--- config.mk ---
export PLATFORM = sky130hd
export DESIGN_NAME = slot_credit_ctrl
export DESIGN_NICKNAME = d
export VERILOG_FILES = /design/src/rtl/slot_credit_ctrl.sv
export SDC_FILE = /design/constraint.sdc
export NUM_CORES = 1
export LEC_CHECK = 0
export CAP_MARGIN = 30
export CORE_ASPECT_RATIO = 2
export CORE_UTILIZATION = 45
export DETAILED_ROUTE_END_ITERATION = 12
export GPL_ROUTABILITY_DRIVEN = 0
export GPL_TIMING_DRIVEN = 0
export HOLD_SLACK_MARGIN = 0.1
export PLACE_DENSITY = 0.68
export SYNTH_ARGS = -nofsm -noshare
export SYNTH_HDL_FRONTEND = slang
export SYNTH_SLANG_ARGS = --single-unit
export TNS_END_PERCENT = 10
--- constraint.sdc ---
create_clock -name clk -period 3.3 [get_ports clk]
set_input_delay 0.66 -clock clk [delete_from_list [all_inputs] [get_ports clk]]
set_output_delay 0.66 -clock clk [all_outputs]
set_load 0.01 [all_outputs]
--- src/rtl/slot_credit_ctrl.sv ---
// slot_credit_ctrl: credit/bet controller wrapped around the mode1 spin engine.
// Define SLOT_JACKPOT_EN to multiply the payout when the reels settle on JACKPOT_VAL.
module slot_credit_ctrl #(
  parameter int         CW           = 8,
  parameter int         BET          = 1,
  parameter int         PAYOUT       = 10,
  parameter int         SETTLE_CYC   = 16,
  parameter int         MAX_SPIN_CYC = 1000000,
  parameter logic [9:0] JACKPOT_VAL  = 10'd777,
  parameter int         JACKPOT_MULT = 5
) (
  input  logic          clk,
  input  logic          rst,
  input  logic          coin,
  input  logic          play_req,
  input  logic [9:0]    spin_out,
  input  logic          won,
  output logic          start,
  output logic [CW-1:0] credits,
  output logic          busy,
  output logic          win_flag,
  output logic          payout_pulse,
  output logic          fault
);

  localparam int SW = $clog2(SETTLE_CYC) + 1;
  localparam int TW = $clog2(MAX_SPIN_CYC) + 1;
  localparam logic [CW:0]   CRED_MAX     = {1'b0, {CW{1'b1}}};
  localparam logic [CW:0]   BET_W        = (CW+1)'(BET);
  localparam logic [CW:0]   AWARD_BASE   = (CW+1)'(PAYOUT);
  localparam logic [SW-1:0] SETTLE_LAST  = SW'(SETTLE_CYC - 1);
  localparam logic [TW-1:0] TIMEOUT_LAST = TW'(MAX_SPIN_CYC - 1);

  typedef enum logic [1:0] {
    IDLE   = 2'd0,
    LAUNCH = 2'd1,
    SPIN   = 2'd2,
    EVAL   = 2'd3
  } state_t;

  state_t        state_r, state_s;
  logic          coin_prev_r, play_prev_r;
  logic [9:0]    spin_prev_r;
  logic [SW-1:0] settle_cnt_r, settle_cnt_s;
  logic [TW-1:0] to_cnt_r, to_cnt_s;
  logic [CW-1:0] credits_r, credits_s;
  logic          start_r, busy_r, win_flag_r, payout_pulse_r, fault_r;
  logic          win_flag_s, payout_s, fault_s;
  logic [CW:0]   cred_add_s, cred_sub_s, credit_sum_s, award_s;
  logic          coin_edge_s, play_edge_s;

  assign coin_edge_s = coin & ~coin_prev_r;
  assign play_edge_s = play_req & ~play_prev_r;

`ifdef SLOT_JACKPOT_EN
  localparam logic [CW:0] AWARD_JP = (CW+1)'(PAYOUT * JACKPOT_MULT);
  assign award_s = (spin_out == JACKPOT_VAL) ? AWARD_JP : AWARD_BASE;
`else
  logic jackpot_unused_s;
  assign jackpot_unused_s = ^{JACKPOT_VAL, JACKPOT_MULT};
  assign award_s = AWARD_BASE;
`endif

  // Next-state, counter and credit-delta logic for the spin sequence
  always_comb begin
    state_s      = state_r;
    settle_cnt_s = settle_cnt_r;
    to_cnt_s     = to_cnt_r;
    win_flag_s   = win_flag_r;
    payout_s     = 1'b0;
    fault_s      = 1'b0;
    cred_add_s   = '0;
    cred_sub_s   = '0;
    case (state_r)
      IDLE: begin
        if (play_edge_s && ({1'b0, credits_r} >= BET_W)) begin
          state_s    = LAUNCH;
          cred_sub_s = BET_W;
        end else begin
          state_s    = IDLE;
        end
      end
      LAUNCH: begin
        settle_cnt_s = '0;
        to_cnt_s     = '0;
        state_s      = SPIN;
      end
      SPIN: begin
        // timeout wins a tie with settling: the spin is refunded, never judged
        if (to_cnt_r == TIMEOUT_LAST) begin
          fault_s    = 1'b1;
          cred_add_s = BET_W;
          state_s    = IDLE;
        end else if (settle_cnt_r == SETTLE_LAST) begin
          state_s    = EVAL;
        end else begin
          to_cnt_s = to_cnt_r + TW'(1);
          if (spin_out == spin_prev_r) begin
            settle_cnt_s = settle_cnt_r + SW'(1);
          end else begin
            settle_cnt_s = '0;
          end
        end
      end
      EVAL: begin
        win_flag_s = won;
        state_s    = IDLE;
        if (won) begin
          payout_s   = 1'b1;
          cred_add_s = award_s;
        end else begin
          payout_s   = 1'b0;
        end
      end
      default: begin
        state_s = IDLE;
      end
    endcase
  end

  // Combined credit update; subtraction only happens with credits >= BET so no underflow
  always_comb begin
    credit_sum_s = {1'b0, credits_r} + (CW+1)'(coin_edge_s) + cred_add_s - cred_sub_s;
    if (credit_sum_s > CRED_MAX) begin
      credits_s = CRED_MAX[CW-1:0];
    end else begin
      credits_s = credit_sum_s[CW-1:0];
    end
  end

  // State, history and registered outputs
  always_ff @(posedge clk) begin
    if (rst) begin
      state_r        <= IDLE;
      coin_prev_r    <= 1'b0;
      play_prev_r    <= 1'b0;
      spin_prev_r    <= 10'd0;
      settle_cnt_r   <= '0;
      to_cnt_r       <= '0;
      credits_r      <= '0;
      start_r        <= 1'b0;
      busy_r         <= 1'b0;
      win_flag_r     <= 1'b0;
      payout_pulse_r <= 1'b0;
      fault_r        <= 1'b0;
    end else begin
      state_r        <= state_s;
      coin_prev_r    <= coin;
      play_prev_r    <= play_req;
      spin_prev_r    <= spin_out;
      settle_cnt_r   <= settle_cnt_s;
      to_cnt_r       <= to_cnt_s;
      credits_r      <= credits_s;
      start_r        <= (state_s == LAUNCH);
      busy_r         <= (state_s != IDLE);
      win_flag_r     <= win_flag_s;
      payout_pulse_r <= payout_s;
      fault_r        <= fault_s;
    end
  end

  assign start        = start_r;
  assign credits      = credits_r;
  assign busy         = busy_r;
  assign win_flag     = win_flag_r;
  assign payout_pulse = payout_pulse_r;
  assign fault        = fault_r;

endmodule

---- After elaboration in Yosys (flattened, before gate mapping) ----
Cells that the tools add are included.
cells by class
  magnitude comparators ................... 2
  muxes and demuxes ....................... 19
  reductions and logical operators ........ 7
  equal/unequal tests ..................... 9
  $add $sub $neg .......................... 5
  bitwise operators ....................... 6
operator list
  operator                                                                             count
  21-bit two-way mux                                                                   2
  21-bit one-hot mux with 2 select lines                                               1
  21-bit by 1-bit adder with 21-bit output, second input constant                      1
  21-bit by 20-bit == test with 1-bit output, second input constant                    1
  5-bit two-way mux                                                                    3
  10-bit == test                                                                       1
  5-bit one-hot mux with 2 select lines                                                1
  8-bit by 1-bit adder with 9-bit output                                               1
  9-bit adder                                                                          1
  9-bit by 8-bit greater-than comparator with 1-bit output, second input constant      1
  9-bit subtractor                                                                     1
  8-bit by 1-bit greater-or-equal comparator with 1-bit output, second input constant  1
  8-bit two-way mux                                                                    1
  2-bit one-hot mux with 4 select lines                                                1
  4-bit one-hot mux with 2 select lines                                                1
  1-bit two-way mux                                                                    6
  5-bit by 1-bit adder with 5-bit output, second input constant                        1
  5-bit by 4-bit == test with 1-bit output, second input constant                      1
  2-bit by 1-bit == test with 1-bit output, second input constant                      2
  2-bit == test, second input constant                                                 2
  2-bit two-way mux                                                                    2
  4-bit two-way mux                                                                    1
  2-bit inequality test, second input constant                                         2
  1-bit NOT                                                                            4
  other kinds (6)                                                                      9
storage, ports and cells
  output and inout bits ................... 13
  input port bits ......................... 15
  flip-flop bits (word level) ............. 53
  word-level logic and storage cells ...... 60

---- Depth between registers and ports, before layout ----
Gate-level depths: netlist of the first run.
  depth after elaboration ................. 8
  depth in mapped cells ................... 17
  depth with buffers taken out ............ 17

---- Worst setup path after synthesis of the first run ----
No wires, ideal clock.
  path kind ............................... flip-flop to flip-flop
  start ................................... register to_cnt_r[10]
  end ..................................... register credits_r[0] (netlist: credits[0])
  required time ........................... 3.166 ns
  path buffers ............................ 0
  period minus slack after synthesis ...... 3.428 ns
  cell stages (with the launch flop) ...... 14
  library setup time ...................... 0.134 ns
  arrival time ............................ 3.294 ns
  slack ................................... -0.128 ns
  cells stage by stage .................... dfxtp_1 nor4b_1 nand3_1 nor2_1 nand2_1 ha_1 fa_1 fa_1 nand2b_1 a21oi_1 a2111o_1 o21ai_0 xnor2_1 a21oi_1
on the way
  cells in the longest elaborated chain, start to end .. 7
RTL lines
  element                                                   RTL line  source
  start, declared                                           45        logic [TW-1:0] to_cnt_r, to_cnt_s;
  start signal, assigned                                    152       to_cnt_r <= to_cnt_s;
  21-bit by 20-bit == test with 1-bit output (*)            90        if (to_cnt_r == TIMEOUT_LAST) begin
  1-bit two-way mux (*)                                     90
  4-bit one-hot mux with 2 select lines (*)                 74        case (state_r)
  9-bit adder (*)                                           123       credit_sum_s = {1'b0, credits_r} + (CW+1)'(coin_edge_s) + cred_add_s - cred_sub_s;
  9-bit subtractor (*)                                      123
  9-bit by 8-bit greater-than comparator with 1-bit output  124       if (credit_sum_s > CRED_MAX) begin
  8-bit two-way mux (*)                                     124
  end signal, assigned                                      153       credits_r <= credits_s;
  end, declared                                             46        logic [CW-1:0] credits_r, credits_s;
Every way passes the cells marked *; elsewhere a longest branch is shown, timed or not.
A chain may end at the register's enable or synchronous reset.

---- Worst setup path in the final report of the first run ----
  start ................................... register to_cnt_r[20]
  end ..................................... register credits_r[2] (netlist: credits[2])
Same word-level chain as after synthesis.

==> flow_summary.toml, run 1 <==
[clock_network]
hold_buffers = 0
cts_tree = "yes"
cts_buffer_depth = 2
cts_made_buffers = 5
worst_skew_pair.late_latency_ns = 0.29
path_clk_slew_ns = 0.06
clock_sinks = 53
htree_levels = 2
cts-root-buf = "clkbuf_16"

[drt]
routed_wl_um = 5930
postRouteAntennaNets = 0
num_vias = 2261
wl_per_cell_um = 14.4
drt_pass1_iterations = 4
drtIter0Drc = 61
drc = 0
wl_met1_um = 2180
dr.max_layer_used = "met4"
wl_met3_um = 191
via_per_inst = 5.50
wl_met2_um = 3450

[synth]
avgSynthCellArea_sq_um = 8.66
synthesis.area_sq_mm = 0.00266
yosys_warnings = 0
synth_xor_area_share_pct = 9.22
synth_edf_count = 0
synthArstFlopShare_pct = 0
synth_mux_area_share_pct = 0.376
ys_seq_elements = 53
synthSimpleGateAreaFrac_pct = 26.1
syn_inst = 307
ys_seq_area_share_pct = 39.9
ys_types = 46
syn_nets = 341
synth-adder-area-share_pct = 9.50
synth_compound_area_share_pct = 10.4
ys.flop_type = "dfxtp_1"
synth_top_family_by_area = "simple AND/OR/NAND/NOR gates"

[pwr]
ir_drop_mv = 0.815
swShare_pct = 37.4
power.leakage_uw = 0.00125
power_frac_seq_pct = 29.3
p_switching_uw = 1010
clkPwrFrac_pct = 19.3
intPower_uw = 1690
combPwrFrac_pct = 51.4
p_per_area_mw_per_mm2 = 800

[layout]
multi_input_area_sq_mm = 0.00161
nets = 384
postLayoutCoreUtil_pct = 59.0
area_growth_pct = 26.6
drive_above_1_share_pct = 14.9
ff_latch_area_sq_mm = 0.00107
stdcell_count = 411
n_fill_cell = 513
fin_area_sq_mm = 0.00337
diodes = 0

[floorplanning]
rows = 39
io_pins = 28
core-area_sq_mm = 0.00571
initial_core_util_pct = 46.6
die_y_um = 111
die_x_um = 56.4
die_area_sq_mm = 0.00624

[sta]
max_freq_mhz = 305
rsz0062_at_grt = "true"
period_needed_ns = 3.28
final_max_slew_viol_count = 0
slew_headroom_pct = 62.8
worst_pin_slew_ns = 0.557
period_share_pct = 99.3
finalHoldViolCount = 0
clock_skew_ns = 0.00416
setup_viol = 0

[run]
max-cap-violations = 0

[critical_path]
critical_path.cell_chain = "nor4b_4 -> nand4_1 -> nor2_2 -> nand2_2 -> ha_4 -> fa_2 -> fa_2 -> nand2b_4 -> a21oi_4 -> a2111o_1 -> o21ai_2 -> xnor2_2 -> buf_6 -> a21oi_1"
crit_fanout = 7
startpoint = "to_cnt_r[20]"
r2r-start = "to_cnt_r[20]"
start_kind = "flop"
crit_path_top_delay_cell = "fa_2"
cp-end-kind = "flop"
worstPathRequired_ns = 3.45
criticalPathCategory = "reg -> reg"
cp_data_arrival_time_ns = 3.43
rrSetupSlack_ns = 0.02
cp_common_cell = "fa_2"
max_stage_delay_ns = 0.41

[min_path]
hp-start = "win_flag"
hp-class = "reg -> reg"

[global_route]
track_usage_pct = 20.3
grt_pass1_vias = 2232
grt_overflow = 0
grt_start_max_net_pins = 15
grt_pass1_wl_um = 9890
antenna_found_initial = 0

[placed_design]
dp_hpwl_um = 4350
port_buffers = 26
place_area_sq_mm = 0.00302
placedCellCount = 394

[status]
outcome = "finished, final reports clean"
-- metrics by stage --
stage	hold slack, ns	setup TNS [ns]	setup slack (ns)	power, uW
5_1_grt	0.492	-0.660	-0.107	2870
3_5_place_dp	0.466	-6.87	-0.953	1930
3_3_place_gp	0.453	-6.72	-0.950	1910
4_1_cts	0.474	0	0.00763	2650
6_report	0.469	0	0.0222	2690
2_1_floorplan	0.449	0	0.0337	1600
-- synthesized netlist by cell type (3+ instances only) --
cell type	n	share of area [%]
a21oi_1	22	4.1
nor4b_1	4	1.3
nand2b_1	3	0.71
nand3_1	9	1.7
inv_1	19	2.7
nor2b_1	19	4.5
nor3b_1	3	0.85
dfxtp_1	53	40
o21ai_0	10	1.9
or3_1	7	1.6
nor2_1	32	4.5
nor3_1	9	1.7
nand4_1	5	1.2
ha_1	17	8.0
clkbuf_1	6	0.85
nor4_1	6	1.4
xnor2_1	26	8.6
nand2_1	21	3.0
and3_1	3	0.71
-- kinds of logic (layout without fill, tap and decap cells) --
logic type	Yosys count	after routing
AND/OR/NAND/NOR	131	131
AO/OA/AOI/OAI	46	46
adder cells (fa/ha/maj)	19	19
multiplexers	1	1
flip-flops	53	53
XOR/XNOR	28	28
buffers and inverters	29	72
-- cell usage in the layout, fill, tap and decap left out, types with 3 or more instances in the layout --
cell,count
or3_1,7
dfxtp_1,44
ha_1,14
and3_1,3
xnor2_1,25
buf_4,10
clkbuf_16,5
nor2b_1,19
clkbuf_1,7
nor4b_4,3
o21ai_0,9
nand4_1,5
a21oi_2,3
nor3_1,9
nand3_1,9
a21oi_1,18
nand2_1,19
nor4_1,6
nor3b_1,3
nor2_1,31
clkdlybuf4s50_1,25
dfxtp_2,9
inv_1,19
-- flip-flops by register name, indices dropped and copies added (netlist names) --
name          count
busy              1
payout_pulse      1
coin_prev_r       1
state_r           2
settle_cnt_r      5
win_flag          1
to_cnt_r         21
play_prev_r       1
credits           8
start             1
fault             1
spin_prev_r      10
-- final cells by class --
class,instances,share of cell area [%]
multi-input cells,225,47.9
flip-flops and latches,53,31.8
repair buffers,36,10.1
clock buffers,7,4.23
well taps,61,2.27
inverters,19,2.12
plain buffers,10,1.49
-- worst max-delay path, delay by kind of cell (launching register included) --
family          cells  cell delay, ns
flops               1            0.34
xor+xnor            1            0.19
fa+ha+maj           3            1.00
simple gates        5            0.92
compound gates      4            0.51
buf+inv             1            0.17
-- path summary, 6_finish.rpt --
kind / depth (start not counted) / endpoint
worst max-delay path: 14 / credits[2]
worst min-delay path: 2 / win_flag
worst max register to register: 14 / credits[2]
worst min register to register: 2 / win_flag
-- power groups by stage --
stage          registers (uW)  logic, uW  clock network [uW]
2_1_floorplan             808        789                   0
3_3_place_gp              794       1120                   0
3_5_place_dp              795       1140                   0
4_1_cts                   786       1330                 535
5_1_grt                   800       1510                 557
6_report                  790       1380                 520
-- per-layer routing --
layer  vias up  global-route usage, %
met3         7                   4.78
met2        34                   40.3
met4         0                   7.48
met1      1084                   18.9
li1       1136                      -
met5         -                      0
-- repair_timing --
item | CTS | global route
pin swaps | 8 | 11
setup endpoints to repair | 8 | 8
setup buffers | 5 | 5
gates resized for setup | 13 | 18
gates cloned | 0 | 0
Power figures use the tool's default switching activity.
==> run 2, diff against run 1 <==
SKIP_CTS_REPAIR_TIMING = 1   (was default)
==> flow_summary.toml, run 2 (synthesis results as in run 1) <==
[sta]
slew_headroom_pct = 62.3
tns_ns = 0
rsz0062_at_grt = "true"
period_share_pct = 98.3
period_needed_ns = 3.24
worst_pin_slew_ns = 0.566
max_freq_mhz = 308
setup_viol = 0
setup_slack_ns = 0.0570
final_max_slew_viol_count = 0
clock_skew_ns = 0.00497
finalHoldViolCount = 0

[floorplanning]
io_pins = 28
initial_core_util_pct = 46.6
die_x_um = 56.4
core-area_sq_mm = 0.00571
die_y_um = 111
rows = 39
die_area_sq_mm = 0.00624

[global_route]
track_usage_pct = 19.6
antenna_found_initial = 0
grt_overflow = 0
grt_pass1_vias = 2149
grt_pass1_wl_um = 9560
grt_start_max_net_pins = 15

[critical_path]
cp_data_arrival_time_ns = 3.40
crit_fanout = 7
critPathBufInv = 1
reg2reg_to = "credits[4]"
criticalPathCategory = "reg -> reg"
rrSetupSlack_ns = 0.06
worstPathRequired_ns = 3.46
max_stage_delay_ns = 0.37
critPathTopFamily = "simple AND/OR/NAND/NOR gates"
cp_common_cell = "fa_2"
r2r-start = "to_cnt_r[20]"
start_kind = "flop"
critical_path.cell_chain = "nor4b_4 -> nand4_1 -> nor2_2 -> nand2_2 -> ha_4 -> fa_2 -> fa_2 -> nand2b_4 -> a21oi_4 -> a2111o_1 -> o21ai_2 -> xnor2_2 -> buf_6 -> a21oi_1"
crit_path_top_delay_cell = "fa_2"
r2r_cells = 14
cp-end-kind = "flop"

[placed_design]
dp_slack_ns = -0.953
dp_hpwl_um = 4350
place_area_sq_mm = 0.00302
port_buffers = 26
placedCellCount = 394

[clock_network]
htree_levels = 2
cts_buffer_depth = 2
cts-root-buf = "clkbuf_16"
worst_skew_pair.late_latency_ns = 0.30
clock_sinks = 53
path_clk_slew_ns = 0.07
cts_made_buffers = 5
cts_tree = "yes"

[min_path]
hp-class = "reg -> reg"
hp-start = "win_flag"
worstHoldEndpoint = "win_flag"
hold_depth = 2

[layout]
stdcell_count = 407
nets = 380
postLayoutCoreUtil_pct = 58.0
largest_reg_flops = 21
fin_area_sq_mm = 0.00331
area_growth_pct = 24.5
n_fill_cell = 524
final_common_cell = "dfxtp_1"
layout_common_cells = "dfxtp_1, nor2_1, xnor2_1, clkdlybuf4s50_1, nand2_1"
regMostFlops = "to_cnt_r"
diodes = 0
drive_above_1_share_pct = 12.4

[pwr]
power.leakage_uw = 0.00122
ir_drop_mv = 0.827
p_per_area_mw_per_mm2 = 813

[drt]
via_per_inst = 5.47
drtIter0Drc = 63
num_vias = 2228
postRouteAntennaNets = 0
wl_per_cell_um = 14.5
drt_pass1_iterations = 4
drc = 0
routed_wl_um = 5890

[run]
max-cap-violations = 0

[status]
outcome = "finished, final reports clean"
[run 2: final cells by class]
class	count	area (sq um)	share of cell area (%)
inverters	19	71.3	2.15
repair buffers	32	312	9.41
multi-input cells	225	1590	48.1
plain buffers	10	50.0	1.51
flip-flops and latches	53	1070	32.2
clock buffers	7	143	4.31
well taps	61	76.3	2.31
[run 2: where the power goes]
part / switching [uW] / internal [uW]
logic: 711 / 668
clock network: 226 / 298
registers: 69.2 / 718
[run 2: worst max-delay path by stage]
stage / to / cells past startpoint / slack, ns / start
CTS: credits[6] / 13 / -0.84 / to_cnt_r[14]
floorplan: credits[0] / 13 / 0.03 / to_cnt_r[0]
global route: credits[3] / 14 / -0.09 / to_cnt_r[20]
global placement: credits[6] / 13 / -0.95 / play_req
detailed placement: credits[6] / 13 / -0.95 / play_req
finish: credits[4] / 14 / 0.06 / to_cnt_r[20]
[run 2: worst register-to-register path: stages, from the launching register on]
cell and delay (ns):
dfxtp_2 0.34, nor4b_4 0.30, nand4_1 0.21, nor2_2 0.21, nand2_2 0.10, ha_4 0.23
fa_2 0.37, fa_2 0.37, nand2b_4 0.16, a21oi_4 0.16, a2111o_1 0.19, o21ai_2 0.08
xnor2_2 0.15, buf_6 0.16, a21oi_1 0.07
[run 2: per-layer routing]
layer,vias up,global-route usage (%),share of wire [%]
li1,1126,-,-
met1,1057,18.6,37
met2,37,38.4,57
met3,8,4.78,3.6
met4,0,7.32,2.2
met5,-,0,0
[run 2: stage by stage]
| stage | hold slack (ns) | total power (uW) |
|---|---|---|
| floorplan | 0.449 | 1600 |
| global route | 0.492 | 2860 |
| global placement | 0.453 | 1910 |
| detailed placement | 0.466 | 1930 |
| CTS | 0.474 | 2460 |
| finish | 0.469 | 2690 |
